**src/rtl/diff_core_pkg.sv**
```systemverilog
// rtl/diff_core_pkg.sv - shared width, state type and modular psum arithmetic
//
// Purpose: common definitions for the psum delta encoder slice.
//   PSUM_WIDTH : width of partial sums and deltas
//   state_t    : frame tracking state {IDLE, ACTIVE}
//   psum_add   : the psum adder that reconstructs a psum from ref + delta
//   psum_sub   : the matching modular subtractor used by the encoder
package diff_core_pkg;

  localparam int PSUM_WIDTH = 16;

  typedef enum logic {
    IDLE   = 1'b0,
    ACTIVE = 1'b1
  } state_t;

  // Both wrap modulo 2^PSUM_WIDTH, so psum_add(r, psum_sub(p, r)) == p always.
  function automatic logic [PSUM_WIDTH-1:0] psum_add(input logic [PSUM_WIDTH-1:0] a,
                                                    input logic [PSUM_WIDTH-1:0] b);
    return a + b;
  endfunction

  function automatic logic [PSUM_WIDTH-1:0] psum_sub(input logic [PSUM_WIDTH-1:0] a,
                                                    input logic [PSUM_WIDTH-1:0] b);
    return a - b;
  endfunction

endpackage

```
**src/rtl/psum_ref_buf.sv**
```systemverilog
// rtl/psum_ref_buf.sv - register file holding the last psum per entry
//
// Purpose: DEPTH x PSUM_WIDTH reference store.
// Ports:
//   clk     : clock, rising edge
//   i_clr   : synchronous clear of every entry to zero (has priority)
//   i_we    : write enable
//   i_waddr : write index
//   i_wdata : write data
//   i_raddr : read index
//   o_rdata : combinational read data (a write lands on the edge, so a read
//             in the following cycle already returns the new value)
module psum_ref_buf
  import diff_core_pkg::*;
#(
  parameter int DEPTH  = 64,
  parameter int ADDR_W = $clog2(DEPTH)
) (
  input  logic                  clk,
  input  logic                  i_clr,
  input  logic                  i_we,
  input  logic [ADDR_W-1:0]     i_waddr,
  input  logic [PSUM_WIDTH-1:0] i_wdata,
  input  logic [ADDR_W-1:0]     i_raddr,
  output logic [PSUM_WIDTH-1:0] o_rdata
);

  logic [PSUM_WIDTH-1:0] r_mem [DEPTH];

  always_ff @(posedge clk) begin
    if (i_clr) begin
      for (int i = 0; i < DEPTH; i++) begin
        r_mem[i] <= '0;
      end
    end else if (i_we) begin
      r_mem[i_waddr] <= i_wdata;
    end
  end

  assign o_rdata = r_mem[i_raddr];

endmodule

```
**src/rtl/psum_diff_encoder.sv**
```systemverilog
// rtl/psum_diff_encoder.sv - delta encoder of psums against a per-entry reference
//
// Purpose: for each accepted beat emit in_psum - ref[in_addr] (ref = 0 on the
// first beat of a frame), then store in_psum as the new reference. One-cycle
// latency through a single output register with valid/ready on both sides.
// Ports:
//   clk, rst                 : clock, synchronous active-high reset
//   in_valid/in_ready        : input handshake
//   in_psum, in_addr         : partial sum and its reference index
//   in_first, in_last        : frame delimiters
//   skip_zero                : drop zero deltas except on the last beat
//   out_valid/out_ready      : output handshake
//   out_diff,out_addr,out_last : registered delta beat
//   frame_nz_cnt             : beats emitted in the current/last frame
//   active                   : high while inside a frame
module psum_diff_encoder
  import diff_core_pkg::*;
#(
  parameter int DEPTH  = 64,
  parameter int ADDR_W = $clog2(DEPTH)
) (
  input  logic                  clk,
  input  logic                  rst,
  input  logic                  in_valid,
  output logic                  in_ready,
  input  logic [PSUM_WIDTH-1:0] in_psum,
  input  logic [ADDR_W-1:0]     in_addr,
  input  logic                  in_first,
  input  logic                  in_last,
  input  logic                  skip_zero,
  output logic                  out_valid,
  input  logic                  out_ready,
  output logic [PSUM_WIDTH-1:0] out_diff,
  output logic [ADDR_W-1:0]     out_addr,
  output logic                  out_last,
  output logic [ADDR_W:0]       frame_nz_cnt,
  output logic                  active
);

  state_t r_state;
  state_t w_state_nxt;

  logic                  r_out_valid;
  logic [PSUM_WIDTH-1:0] r_out_diff;
  logic [ADDR_W-1:0]     r_out_addr;
  logic                  r_out_last;
  logic [ADDR_W:0]       r_cnt;

  logic                  w_accept;
  logic                  w_emit;
  logic [PSUM_WIDTH-1:0] w_rd_data;
  logic [PSUM_WIDTH-1:0] w_ref;
  logic [PSUM_WIDTH-1:0] w_diff;

  psum_ref_buf #(
    .DEPTH  (DEPTH),
    .ADDR_W (ADDR_W)
  ) u_ref_buf (
    .clk     (clk),
    .i_clr   (rst),
    .i_we    (w_accept),
    .i_waddr (in_addr),
    .i_wdata (in_psum),
    .i_raddr (in_addr),
    .o_rdata (w_rd_data)
  );

  // The output slot is free when empty or being drained this same cycle.
  assign in_ready = !r_out_valid || out_ready;
  assign w_accept = in_valid && in_ready;
  assign w_ref    = in_first ? '0 : w_rd_data;
  assign w_diff   = psum_sub(in_psum, w_ref);
  // A suppressed beat still updates the reference; only its output is dropped.
  assign w_emit   = !(skip_zero && (w_diff == '0) && !in_last);

  always_comb begin
    w_state_nxt = r_state;
    case (r_state)
      IDLE:    if (w_accept && in_first && !in_last) w_state_nxt = ACTIVE;
      ACTIVE:  if (w_accept && in_last) w_state_nxt = IDLE;
      default: w_state_nxt = IDLE;
    endcase
  end

  always_ff @(posedge clk) begin
    if (rst) begin
      r_state <= IDLE;
    end else begin
      r_state <= w_state_nxt;
    end
  end

  always_ff @(posedge clk) begin
    if (rst) begin
      r_out_valid <= 1'b0;
      r_out_diff  <= '0;
      r_out_addr  <= '0;
      r_out_last  <= 1'b0;
    end else if (w_accept && w_emit) begin
      // Also covers the drain-and-refill cycle: valid stays high with new data.
      r_out_valid <= 1'b1;
      r_out_diff  <= w_diff;
      r_out_addr  <= in_addr;
      r_out_last  <= in_last;
    end else if (out_ready) begin
      r_out_valid <= 1'b0;
    end
  end

  always_ff @(posedge clk) begin
    if (rst) begin
      r_cnt <= '0;
    end else if (w_accept && in_first) begin
      r_cnt <= w_emit ? (ADDR_W+1)'(1) : '0;
    end else if (w_accept && w_emit) begin
      r_cnt <= r_cnt + (ADDR_W+1)'(1);
    end
  end

  assign out_valid    = r_out_valid;
  assign out_diff     = r_out_diff;
  assign out_addr     = r_out_addr;
  assign out_last     = r_out_last;
  assign frame_nz_cnt = r_cnt;
  assign active       = (r_state == ACTIVE);

endmodule

```
**config.mk**
```make
export PLATFORM = sky130hd
export DESIGN_NAME = psum_diff_encoder
export DESIGN_NICKNAME = d
export VERILOG_FILES = /design/src/rtl/diff_core_pkg.sv /design/src/rtl/psum_ref_buf.sv /design/src/rtl/psum_diff_encoder.sv
export SDC_FILE = /design/constraint.sdc
export NUM_CORES = 2
export LEC_CHECK = 0
export BUFFER_PORTS_ARGS = -buffer_cell sky130_fd_sc_hd__buf_2
export CAP_MARGIN = 20
export CORE_MARGIN = 4
export CORE_UTILIZATION = 60
export DETAILED_ROUTE_END_ITERATION = 16
export GPL_ROUTABILITY_DRIVEN = 0
export PLACE_DENSITY = 0.8
export SLEW_MARGIN = 15
export SYNTH_ARGS = -nofsm -noshare
export SYNTH_HDL_FRONTEND = slang
export SYNTH_SLANG_ARGS = --single-unit
```
**constraint.sdc**
```tcl
create_clock -name clk -period 9.2 [get_ports clk]
set_input_delay 1.84 -clock clk [delete_from_list [all_inputs] [get_ports clk]]
set_output_delay 1.84 -clock clk [all_outputs]
set_load 0.02 [all_outputs]
```
==> qor.txt <==
Status: complete, no violations
Met2 usage: 50.06%
Top FF cell, synth: edfxtp_1
Setup TNS: 0 ns
Grt total ovfl: 0
CTS tree: yes
H-tree levels: 3
Comb pwr share: 6.3%
Die height: 287.4 um
Register area share after synthesis: 67.01%
CORE AREA: 77,470 um2
# rows: 102
Filler Cell Count: 5,236
Post-CTS sizing: 0
Post-layout min period: 7.826 ns
Final Net Count: 3,508
Final Cell Area: 51,420 um2
Initial antenna violation count: 5
Register area: 31,390 um2
Starting Density: 60.47%
DRC Markers: 0
Top cells by area, synth: edfxtp_1 (66%), and2_1 (12%), a22oi_1 (4.2%)
DP HPWL: 80.09 mm
Synthesized Nets: 3,572
Post-Syn Instances: 3,525
Postcts setup bufs: 0
Period utilization: 85.07%
Layout Cells excl Fill: 4,582
Drt wl/cell: 30.17 um
Yosys top cell area share: 65.64%
Grt met3 use: 7.898%
Syn Std Cell Area: 46,850 um2
Worst Path Max Fanout: 45
Hold_buf cts: 0
Drt first pass iters: 9
Final Util: 66.38%
First-pass GRT wire length: 202.5 mm
Startpoint type of the worst setup path: primary input
WP data required: 9.72 ns
Largest net degree at the start of global routing: 67
GRT Overall Usage: 33.07%
Syn. warnings: 0
Multi-input logic area: 14,000 um2
Reg clk slew, reported paths: 0.06 ns
Fraction of registers with async set/reset: 0%
Post-route ant nets: 0
I/O Pins: 62
RSZ-0062 raised after global routing: false
Clock Skews: 0.03581 ns
Final Hold Vio Count: 0
Critical Path End Type: register
Endpoints failing setup: 0
P_int: 7899 uW
Cell taking the most area after synthesis: edfxtp_1
Number of CTS-inserted buffers: 105
Grt met1 use: 44.85%
Count leader, synth: edfxtp_1
EDFF count, synth: 1,024
Crit Path Class: in2reg
Placed insts: 4,389
Iteration-0 DRC Markers: 5,687
Clock share of power: 40.5%
CTS Sinks: 1,056
Flop-to-flop setup slack: 3.59 ns
Area grow syn2layout: 9.773%
Hold Crit Class: reg2reg
Number of global-route vias before repair: 30,700
GR peak layer: met2
Final wirelength: 138.3 mm
Later-pin clock latency in the skew report: 0.67 ns
Max_slew headroom: 19.88%
Leak pwr: 0.01851 uW
Post-synthesis average cell area: 13.29 um2
DR vias/cell: 6.939
PwrDens: 199.3 nW/um2
IO Port Bufs: 61
Synth unique cells: 74
Share of layout cells above drive strength 1: 12.09%
Fmax: 127.8 MHz
Synthesized flop and latch total: 1,056
Synth cell count leaders: edfxtp_1 (1,024), and2_1 (898), clkbuf_1 (296)
Routed vias: 31,790
Net Switching: 2350 uW
Worst VDD drop: 0.1492 mV
Clk buf depth: 3
DIE WIDTH: 287.4 um
Die footprint: 82,610 um2
Max-cap violations: 0
WP data arrival: 8.35 ns
Slew Viols, Final: 0
Worst slew pin tran: 1.197 ns
Sw Share: 22.93%
Post-DP Area: 48,110 um2
CTS root buf: clkbuf_16
Reg power frac: 53.1%
Total Power: 10,250 uW
[routing by layer]
layer / vias up / wire length (um)
li1: 13060 / -
met1: 15470 / 47680
met2: 2783 / 61990
met3: 473 / 20250
met4: 4 / 8310
met5: - / 28
[final cells by class]
cell class	count	area share, %
flip-flops and latches	1056	61.04
multi-input cells	2094	27.23
clock buffers	135	5.552
repair buffers	191	2.735
well taps	1040	2.530
clock inverters	52	0.8102
inverters	13	0.09489
diodes	1	0.004866
[worst max-delay path, stage by stage]
cell and delay, ns:
buf_2 0.56, nand2b_4 0.15, nor2_4 0.85, buf_12 0.37, a22oi_1 0.19, a31oi_1 0.69, nor4_1 0.29, a21o_1 0.24
ha_1 0.35, o21ai_1 0.09, a21oi_1 0.32, o311ai_1 0.16, a31oi_1 0.29, xnor2_1 0.18, nand4_1 0.10, or4b_4 0.54
o31ai_4 0.40, buf_4 0.39, mux2i_1 0.24, nor2_1 0.06
[layout by cell type (no fill, tap or decap), types with 32 or more instances in the layout]
cell type | synthesis | final
buf_2 | 5 | 61
nor2_1 | 119 | 117
clkbuf_16 | 0 | 109
or2_2 | 64 | 64
nor3_1 | 134 | 133
and2_1 | 898 | 898
a22o_1 | 111 | 111
a22oi_1 | 264 | 264
nand2_1 | 40 | 40
buf_4 | 3 | 120
a221oi_1 | 113 | 113
edfxtp_1 | 1024 | 1024
dfxtp_1 | 32 | 32
a31oi_1 | 119 | 119
[sequential cells by signal, indices dropped and copies added, names as in the netlist]
signal,flops
frame_nz_cnt,7
out_valid,1
u_ref_buf.r_mem,1024
active,1
out_diff,16
out_addr,6
out_last,1
[kinds of logic (layout without fill, tap and decap cells)]
family | after synthesis | in the layout | synth area share, %
compound gates | 694 | 694 | 11.33
xor+xnor | 11 | 11 | 0.2858
fa+ha+maj | 18 | 18 | 0.4968
buf+inv | 375 | 391 | 3.192
flops | 1056 | 1056 | 67.01
mux | 31 | 31 | 0.8814
other cells | 0 | 1 | 0
simple gates | 1340 | 1340 | 16.81
[path summary, 6_finish.rpt]
check,from,endpoint,cells past startpoint
hold / removal,out_diff[0]$_SDFFE_PP0P_,out_diff[0]$_SDFFE_PP0P_,2
setup / recovery,in_addr[1],out_addr[2]$_SDFFE_PP0P_,20
hold reg to reg,out_diff[0]$_SDFFE_PP0P_,out_diff[0]$_SDFFE_PP0P_,2
setup reg to reg,u_ref_buf.r_mem[62][6]$_SDFFCE_PN0P_,out_addr[2]$_SDFFE_PP0P_,16
[power by group through the flow]
stage               Clock, uW  Sequential [uW]  Combinational (uW)
floorplan                   0             5540                 368
global placement            0             5540                 616
global route             4350             5450                 672
finish                   4150             5440                 650
CTS                      4140             5440                 628
detailed placement          0             5540                 625
[through the flow]
step	hold WS [ns]	setup WS, ns
after floorplan	0.5300	2.096
after global placement	0.4546	0.9837
after detailed placement	0.4491	0.9137
after CTS	0.4575	1.598
after global routing	0.4876	1.185
final	0.4629	1.374
(Power assumes the default switching activity.)
